File: config.mk
export PLATFORM = sky130hd
export DESIGN_NAME = piscaleds_n_flat
export DESIGN_NICKNAME = d
export VERILOG_FILES = /design/src/rtl/piscaleds_n_if.sv /design/src/rtl/piscaleds_n.sv /design/src/flat_wrapper.sv
export SDC_FILE = /design/constraint.sdc
export NUM_CORES = 1
export LEC_CHECK = 0
export BUFFER_PORTS_ARGS = -buffer_cell sky130_fd_sc_hd__buf_2
export CORE_UTILIZATION = 55
export CTS_CLUSTER_SIZE = 12
export DETAILED_ROUTE_END_ITERATION = 16
export PLACE_DENSITY = 0.73
export SYNTH_ARGS = -nofsm -noshare
export SYNTH_HDL_FRONTEND = slang
export SYNTH_SLANG_ARGS = --single-unit
File: constraint.sdc
create_clock -name CLOCK_50 -period 4.4 [get_ports CLOCK_50]
set_clock_uncertainty 0.2 [all_clocks]
set_input_delay 0 -clock CLOCK_50 [delete_from_list [all_inputs] [get_ports CLOCK_50]]
set_output_delay 0 -clock CLOCK_50 [all_outputs]
set_load 0.02 [all_outputs]
File: src/rtl/piscaleds_n_if.sv
// piscaleds_n_if: switch/LED bundle between the board top level and the LED pattern generator.
interface piscaleds_n_if #(parameter int N_CH = 4);
    logic [N_CH+3:0] SW;
    logic [N_CH-1:0] LEDR;
    modport master (output SW, input LEDR);
    modport slave (input SW, output LEDR);
endinterface

File: src/rtl/piscaleds_n.sv
// piscaleds_n: N-channel LED pattern generator driven by a fractional-step prescaler tick.
// SW = {mode[1:0], sel[1:0], en[N_CH-1:0]}; LEDR is registered, one cycle behind state.
module piscaleds_n #(
    parameter int N_CH        = 4,
    parameter int HALF_PERIOD = 50000000,
    parameter int CNT_W       = 27
) (
    input  logic         CLOCK_50,
    input  logic [0:0]   KEY,
    piscaleds_n_if.slave bus
);
    localparam int PW = $clog2(N_CH);
    typedef enum logic {DOWN = 1'b0, UP = 1'b1} dir_t;
    logic [CNT_W-1:0] cnt;
    logic             tick;
    logic             phase;
    logic [PW-1:0]    pos;
    dir_t             dir;
    logic [N_CH-1:0]  en;
    logic [N_CH-1:0]  pat;
    logic [1:0]       sel;
    logic [1:0]       mode;
    logic [CNT_W:0]   step;
    logic [CNT_W:0]   sum;
    logic             wrap;
    logic             last;
    logic [PW-1:0]    pos_nxt;
    dir_t             dir_nxt;
    always_comb begin
        en   = bus.SW[N_CH-1:0];
        sel  = bus.SW[N_CH+1:N_CH];
        mode = bus.SW[N_CH+3:N_CH+2];
        step = (CNT_W+1)'(1) << sel;
        sum  = {1'b0, cnt} + step;
        // >= rather than == so a large step can never jump over the wrap point
        wrap = sum >= (CNT_W+1)'(HALF_PERIOD);
        last = pos == PW'(N_CH - 1);
        for (int i = 0; i < N_CH; i++)
            pat[i] = mode[1] ? (pos == PW'(i)) : (phase ^ (mode[0] & i[0]));
        pos_nxt = !mode[0] ? (last ? '0 : pos + 1'b1) :
                  dir == UP ? (last ? PW'(N_CH - 2) : pos + 1'b1) :
                  (pos == '0 ? PW'(1) : pos - 1'b1);
        dir_nxt = !mode[0] ? dir :
                  dir == UP ? (last ? DOWN : UP) :
                  (pos == '0 ? UP : DOWN);
    end
    always_ff @(posedge CLOCK_50) begin
        if (!KEY[0]) begin
            cnt      <= '0;
            tick     <= 1'b0;
            phase    <= 1'b0;
            pos      <= '0;
            dir      <= UP;
            bus.LEDR <= '0;
        end else begin
            cnt      <= wrap ? CNT_W'(sum - (CNT_W+1)'(HALF_PERIOD)) : sum[CNT_W-1:0];
            tick     <= wrap;
            phase    <= phase ^ wrap;
            if (wrap && mode[1]) begin
                pos <= pos_nxt;
                dir <= dir_nxt;
            end
            bus.LEDR <= pat & en;
        end
    end
endmodule

File: src/flat_wrapper.sv
// flat-port wrapper written by rule: the top's interface ports become plain ports
module piscaleds_n_flat 
#(
    parameter int N_CH        = 4,
    parameter int HALF_PERIOD = 50000000,
    parameter int CNT_W       = 27
)
  (CLOCK_50, KEY, bus_SW, bus_LEDR);
  piscaleds_n_if #(.N_CH(N_CH)) bus_i ();
  input  logic CLOCK_50;
  input  logic [0:0] KEY;
  input wire logic [$bits(bus_i.SW)-1:0] bus_SW;
  output wire logic [$bits(bus_i.LEDR)-1:0] bus_LEDR;
  assign bus_i.SW = bus_SW;
  assign bus_LEDR = bus_i.LEDR;
  piscaleds_n #(.N_CH(N_CH), .HALF_PERIOD(HALF_PERIOD), .CNT_W(CNT_W)) u_core (.CLOCK_50(CLOCK_50), .KEY(KEY), .bus(bus_i));
endmodule
==> flow_summary.yaml, run 1 <==
status:
  outcome: "complete, no violations"
detailed_routing:
  ant_nets: 0
  wl_per_cell_um: 14.9
  drc: 0
  wl_mm: 5.68
  drt_iter0_markers: 187
  firstDrtPassIters: 4
  via_per_inst: 5.99
  via_count: 2277
sta:
  final_hold_viol_count: 0
  fmax_mhz: 239
  holdWs_ns: 0.137
  maxSlewViolCount: 0
  finalCritPeriodShare_pct: 95.2
  relSlewSlack_pct: 48.6
  finalSetupViolCount: 0
  final.setup.tns_ns: 0
  min_period_ns: 4.19
  tightestPinTransition_ns: 0.769
placement:
  dp_hpwl_mm: 3.56
  placed_area_mm2: 0.00250
  gp_congestion: 0.792
  io_buffers: 13
final_layout:
  seq_area_um2: 701
  final_area_mm2: 0.00281
  fill_cells: 344
  nets: 350
  insertedDiodeCount: 0
  multi_input_area_mm2: 0.00164
  areaGrowthSynthToFinish_pct: 16.8
  drive_gt1_share_pct: 12.4
logic_synthesis:
  synth_top_flop_cell: "dfxtp_1"
  synthArstFlopShare_pct: 0
  ys_seq_elements: 35
  synthCells: 297
  synth_warnings: 0
  synthesis.nets: 318
  yosysSeqAreaShare_pct: 29.1
  netlist_area_mm2: 0.00241
  netlist_top_cells_count: "dfxtp_1 (35), nand2_1 (22), nor3_1 (20)"
  avgSynthCellArea_um2: 8.11
  ys_types: 61
  yosys.area.top_type: "dfxtp_1"
  yosysMostFrequentCell: "dfxtp_1"
  synth_area_leaders: "dfxtp_1 (29%), xnor2_1 (5.8%), ha_1 (5.2%), xor2_1 (4.4%), nor3_1 (4.2%)"
  synthDominantCellAreaShare_pct: 29.1
  synth_edf_count: 0
die:
  core_mm2: 0.00412
  die-area_mm2: 0.00465
  io_pins: 14
  fp-row-count: 23
  die_y_um: 68.2
  die_w_um: 68.2
  initial_utilization_pct: 58.6
global_route:
  grt_pass1_vias: 2021
  overflow: 0
  grt_first_pass_wirelength_mm: 9.11
  antenna_found_initial: 0
  grt_max_degree: 34
  grtUsageTotal_pct: 27.0
clock_tree:
  clkLatencyLatePin_ns: 0.30
  cts_root_buf: "clkbuf_8"
  numCtsBuffers: 5
  cts_sinks: 35
  tritoncts: "built"
  cts_buffer_depth: 2
  path_clk_slew_ns: 0.08
  ctsHtreeMaxLevel: 2
power_and_ir_drop:
  p_leak_nw: 1.07
  power.density_mw_per_mm2: 224
  vdd_ir_drop_max_mv: 0.224
worst_setup_path:
  crit_fanout: 33
  rrSetupSlack_ns: 0.28
  critPathKind: "in -> reg"
  worstPathArrival_ns: 4.24
  start_kind: "primary input"
  crit_path_end_kind: "register"
  critPathRequiredTime_ns: 4.45
worst_hold_path:
  hold_path_class: "in -> reg"
job:
  maxCapViolations: 0
cells by family after synthesis:
logic type,synth area share (%)
DFF,29.1
AOI/OAI and AO/OA,17.7
xor gates and xnor gates,12.2
buffers and inverters,4.15
muxes,1.71
and+or+nand+nor,29.1
adders and majority gates,6.02
registers in the layout, indices dropped and copies added, names as in the netlist:
register,count
u_core.bus.LEDR,4
u_core.cnt,27
u_core.dir,1
u_core.phase,1
u_core.pos,2
path summary, 6_finish.rpt:
check | start | end | cells after the start
max | bus_SW[4] | u_core.pos[1]$_SDFFE_PN0P_ | 15
max reg2reg | u_core.cnt[0]$_SDFF_PN0_ | u_core.pos[1]$_SDFFE_PN0P_ | 13
min reg2reg | u_core.phase$_SDFF_PN0_ | u_core.phase$_SDFF_PN0_ | 2
min | bus_SW[5] | u_core.cnt[3]$_SDFF_PN0_ | 5
per-stage QoR:
stage	total power [W]	std cells	setup slack (ns)	util, %
floorplan	0.000365	297	1.14	-
global placement	0.000379	353	0.740	60.7
detailed placement	0.000379	353	0.651	60.7
CTS	0.000627	380	0.0156	67.5
global route	0.000659	380	-0.0370	68.4
finish	0.000630	380	0.209	68.4
routing by layer:
layer  vias up  track usage, %  routed length (um)
li1       1139               -                   -
met4         0            11.7                 139
met5         -               0                   0
met1      1045            33.0                2460
met3        18            6.33                 283
met2        75            44.9                2790
power breakdown:
part	switching, W	total, W	internal [W]
clock	0.000129	0.000240	0.000110
sequential	0.00000334	0.000326	0.000323
combinational	0.0000342	0.0000635	0.0000293
total	0.000167	0.000630	0.000463
placed cells by master (no fill, tap or decap), types with 3 or more instances in the layout:
master,instances
nand2_1,22
clkbuf_8,5
o21ai_0,15
ha_1,10
nor2b_1,7
xnor2_1,15
o31a_1,3
xnor2_2,3
dfxtp_1,35
dlygate4sd3_1,19
and2_1,5
or3_1,6
nor3_1,20
a21oi_1,14
and3_1,5
mux2i_1,3
nand2b_1,3
buf_2,13
xor2_1,12
inv_1,14
nand4_1,7
nor4_1,4
nand3_1,18
o21a_1,6
nor2_1,18
repair_timing:
action,in CTS,in global routing
hold buffers,19,0
resized for setup,0,7
endpoints found under the hold margin,13,0
endpoints found under the setup margin,0,2
buffers inserted,0,0
layout make-up:
| type | count | share of cell area, % |
|---|---|---|
| clock buffer | 5 | 2.45 |
| sequential | 35 | 24.9 |
| inverter | 14 | 1.87 |
| clock inverter | 3 | 0.711 |
| multi-input combinational | 240 | 58.4 |
| timing repair buffer | 33 | 9.47 |
| tap | 50 | 2.22 |
worst max-delay path, stage by stage:
cell and delay, ns:
dlygate4sd3_1 0.53, buf_2 0.14, and2_1 0.16, ha_1 0.35, o21ai_0 0.19, or2_1 0.33
or4_1 0.52, o311ai_1 0.12, and2b_1 0.31, o2111ai_1 0.17, a31oi_2 0.21, buf_6 0.26
nand2b_1 0.18, mux2i_1 0.19, dlygate4sd3_1 0.56
Power figures use the tool's default switching activity.
==> inputs of run 2 (changes only) <==
--- a/config.mk
+++ b/config.mk
@@ -6,10 +6,10 @@
 export NUM_CORES = 1
 export LEC_CHECK = 0
 export BUFFER_PORTS_ARGS = -buffer_cell sky130_fd_sc_hd__buf_2
-export CORE_UTILIZATION = 55
+export CORE_UTILIZATION = 50
 export CTS_CLUSTER_SIZE = 12
 export DETAILED_ROUTE_END_ITERATION = 16
-export PLACE_DENSITY = 0.73
+export PLACE_DENSITY = 0.67
 export SYNTH_ARGS = -nofsm -noshare
 export SYNTH_HDL_FRONTEND = slang
 export SYNTH_SLANG_ARGS = --single-unit
==> run 2 against run 1 <==
Compared with the run above:
- non-clock buffer count increased by 1
- clock-buffer cell count increased by 1
- combinational power decreased by 7.7%
==> flow_summary.yaml, run 2 (synthesis results as in run 1) <==
job:
  maxCapViolations: 0
global_route:
  grt_pass1_vias: 2074
  overflow: 0
  grt_max_degree: 23
  grt_first_pass_wirelength_mm: 9.24
  antenna_found_initial: 0
  grtUsageTotal_pct: 23.0
worst_setup_path:
  worstPathArrival_ns: 4.09
  crit_path_end_kind: "register"
  start_kind: "primary input"
  worst_path_max_delay_cell: "dlygate4sd3_1"
  path_cells: "dlygate4sd3_1 -> buf_2 -> and2_1 -> ha_1 -> a21oi_1 -> o22ai_2 -> a2bb2oi_1 -> nand4b_1 -> and2b_1 -> o2111ai_1 -> a31oi_2 -> buf_4 -> nand2b_1 -> o211ai_1 -> dlygate4sd3_1"
  critPathKind: "in -> reg"
  critPathRequiredTime_ns: 4.38
  crit_fanout: 14
  cpPeakStageDelay_ns: 0.57
  crit_buf_inv: 4
  path_common_cell: "dlygate4sd3_1"
  cp_top_family: "buffers and inverters"
detailed_routing:
  via_count: 2208
  wl_per_cell_um: 14.0
  via_per_inst: 5.77
  firstDrtPassIters: 4
  drt_iter0_markers: 152
  ant_nets: 0
  drc: 0
  wl_mm: 5.35
clock_tree:
  clkLatencyLatePin_ns: 0.29
  post_cts_buffers: 0
  tritoncts: "built"
  path_clk_slew_ns: 0.07
  cts_sinks: 35
  ctsHtreeMaxLevel: 2
  numCtsBuffers: 5
  cts_root_buf: "clkbuf_8"
  cts_buffer_depth: 2
final_layout:
  final_cells: 383
  largest_reg_flops: 27
  top_regs: "u_core.cnt x27, u_core.bus.LEDR x4, u_core.pos x2"
  drive_gt1_share_pct: 13.0
  insertedDiodeCount: 0
  final_cell_mix: "dfxtp_1 (35), nand2_1 (22), nor3_1 (20), dlygate4sd3_1 (19), nand3_1 (18)"
  top_register: "u_core.cnt"
  final_area_mm2: 0.00282
  areaGrowthSynthToFinish_pct: 16.9
  nets: 351
  layout_commonest_cell: "dfxtp_1"
power_and_ir_drop:
  power.density_mw_per_mm2: 228
  vdd_ir_drop_max_mv: 0.214
  p_leak_nw: 1.07
placement:
  place_inst: 356
  gp_congestion: 0.862
  dp_hpwl_mm: 3.75
  io_buffers: 13
  placed_area_mm2: 0.00251
die:
  die_y_um: 71.4
  die-area_mm2: 0.00510
  io_pins: 14
  fp-row-count: 24
  initial_utilization_pct: 53.5
  core_mm2: 0.00450
  die_w_um: 71.4
sta:
  min_period_ns: 4.11
  finalSetupViolCount: 0
  final_hold_viol_count: 0
  final.setup.tns_ns: 0
  tightestPinTransition_ns: 0.809
  relSlewSlack_pct: 46.0
  fmax_mhz: 244
  finalCritPeriodShare_pct: 93.3
  rsz0062_at_grt: "no"
  maxSlewViolCount: 0
worst_hold_path:
  hold_path_class: "reg -> reg"
status:
  outcome: "complete, no violations"
[run 2: worst reg2reg max path, stage by stage, from the launching register on]
cell and delay [ns]:
dfxtp_1 0.31, ha_1 0.22, fa_1 0.43, a211oi_2 0.29, or2_1 0.25, nor2_1 0.12
o311ai_1 0.29, and2b_1 0.30, o2111ai_1 0.19, a31oi_2 0.22, buf_4 0.23, nand2b_1 0.16
o211ai_1 0.10, dlygate4sd3_1 0.57
[run 2: final timing paths]
kind / start / to / slack [ns] / cells past startpoint
worst min register to register: u_core.pos[1]$_SDFFE_PN0P_ / u_core.pos[1]$_SDFFE_PN0P_ / 0.32 / 2
worst max-delay path: bus_SW[4] / u_core.dir$_SDFFE_PN1P_ / 0.29 / 15
worst min-delay path: u_core.pos[1]$_SDFFE_PN0P_ / u_core.pos[1]$_SDFFE_PN0P_ / 0.32 / 2
worst max register to register: u_core.cnt[0]$_SDFF_PN0_ / u_core.dir$_SDFFE_PN1P_ / 0.39 / 13
[run 2: timing repair]
item	CTS	global route
gates resized for setup	0	5
endpoints found under the setup margin	0	1
endpoints found under the hold margin	13	0
hold buffers	19	0
[run 2: metal layers]
| metal | GRT usage (%) | vias to the layer above | part of all wire [%] | routed length (um) |
|---|---|---|---|---|
| met2 | 39.5 | 39 | 47 | 2510 |
| met5 | 0 | - | 0 | 0 |
| met1 | 29.4 | 1029 | 48 | 2570 |
| met3 | 3.94 | 6 | 3.7 | 197 |
| met4 | 7.56 | 0 | 1.3 | 70 |
| li1 | - | 1134 | - | - |
[run 2: cell type report]
| class | instances | area, um2 |
|---|---|---|
| clock inverter | 2 | 16.3 |
| inverter | 14 | 52.6 |
| timing repair buffer | 34 | 270 |
| multi-input combinational | 240 | 1630 |
| fill | 395 | 1690 |
| sequential | 35 | 701 |
| clock buffer | 6 | 82.6 |
| tap | 52 | 65.1 |
[run 2: through the flow]
| step | hold WS, ns | worst slack [ns] | total power (W) | util (%) |
|---|---|---|---|---|
| 3_3_place_gp | 0.0259 | 0.629 | 0.000379 | 55.7 |
| 4_1_cts | 0.324 | 0.0399 | 0.000645 | 62.1 |
| 2_1_floorplan | -0.0839 | 1.14 | 0.000365 | - |
| 3_5_place_dp | 0.0277 | 0.645 | 0.000379 | 55.7 |
| 5_1_grt | 0.363 | 0.0462 | 0.000669 | 62.6 |
| 6_report | 0.321 | 0.293 | 0.000642 | 62.6 |
[run 2: power breakdown]
part	leakage, nW	internal (W)	switching (W)
clock network	0.0474	0.000128	0.000129
logic	0.736	0.0000273	0.0000313
registers	0.283	0.000323	0.00000320
total	1.07	0.000478	0.000164
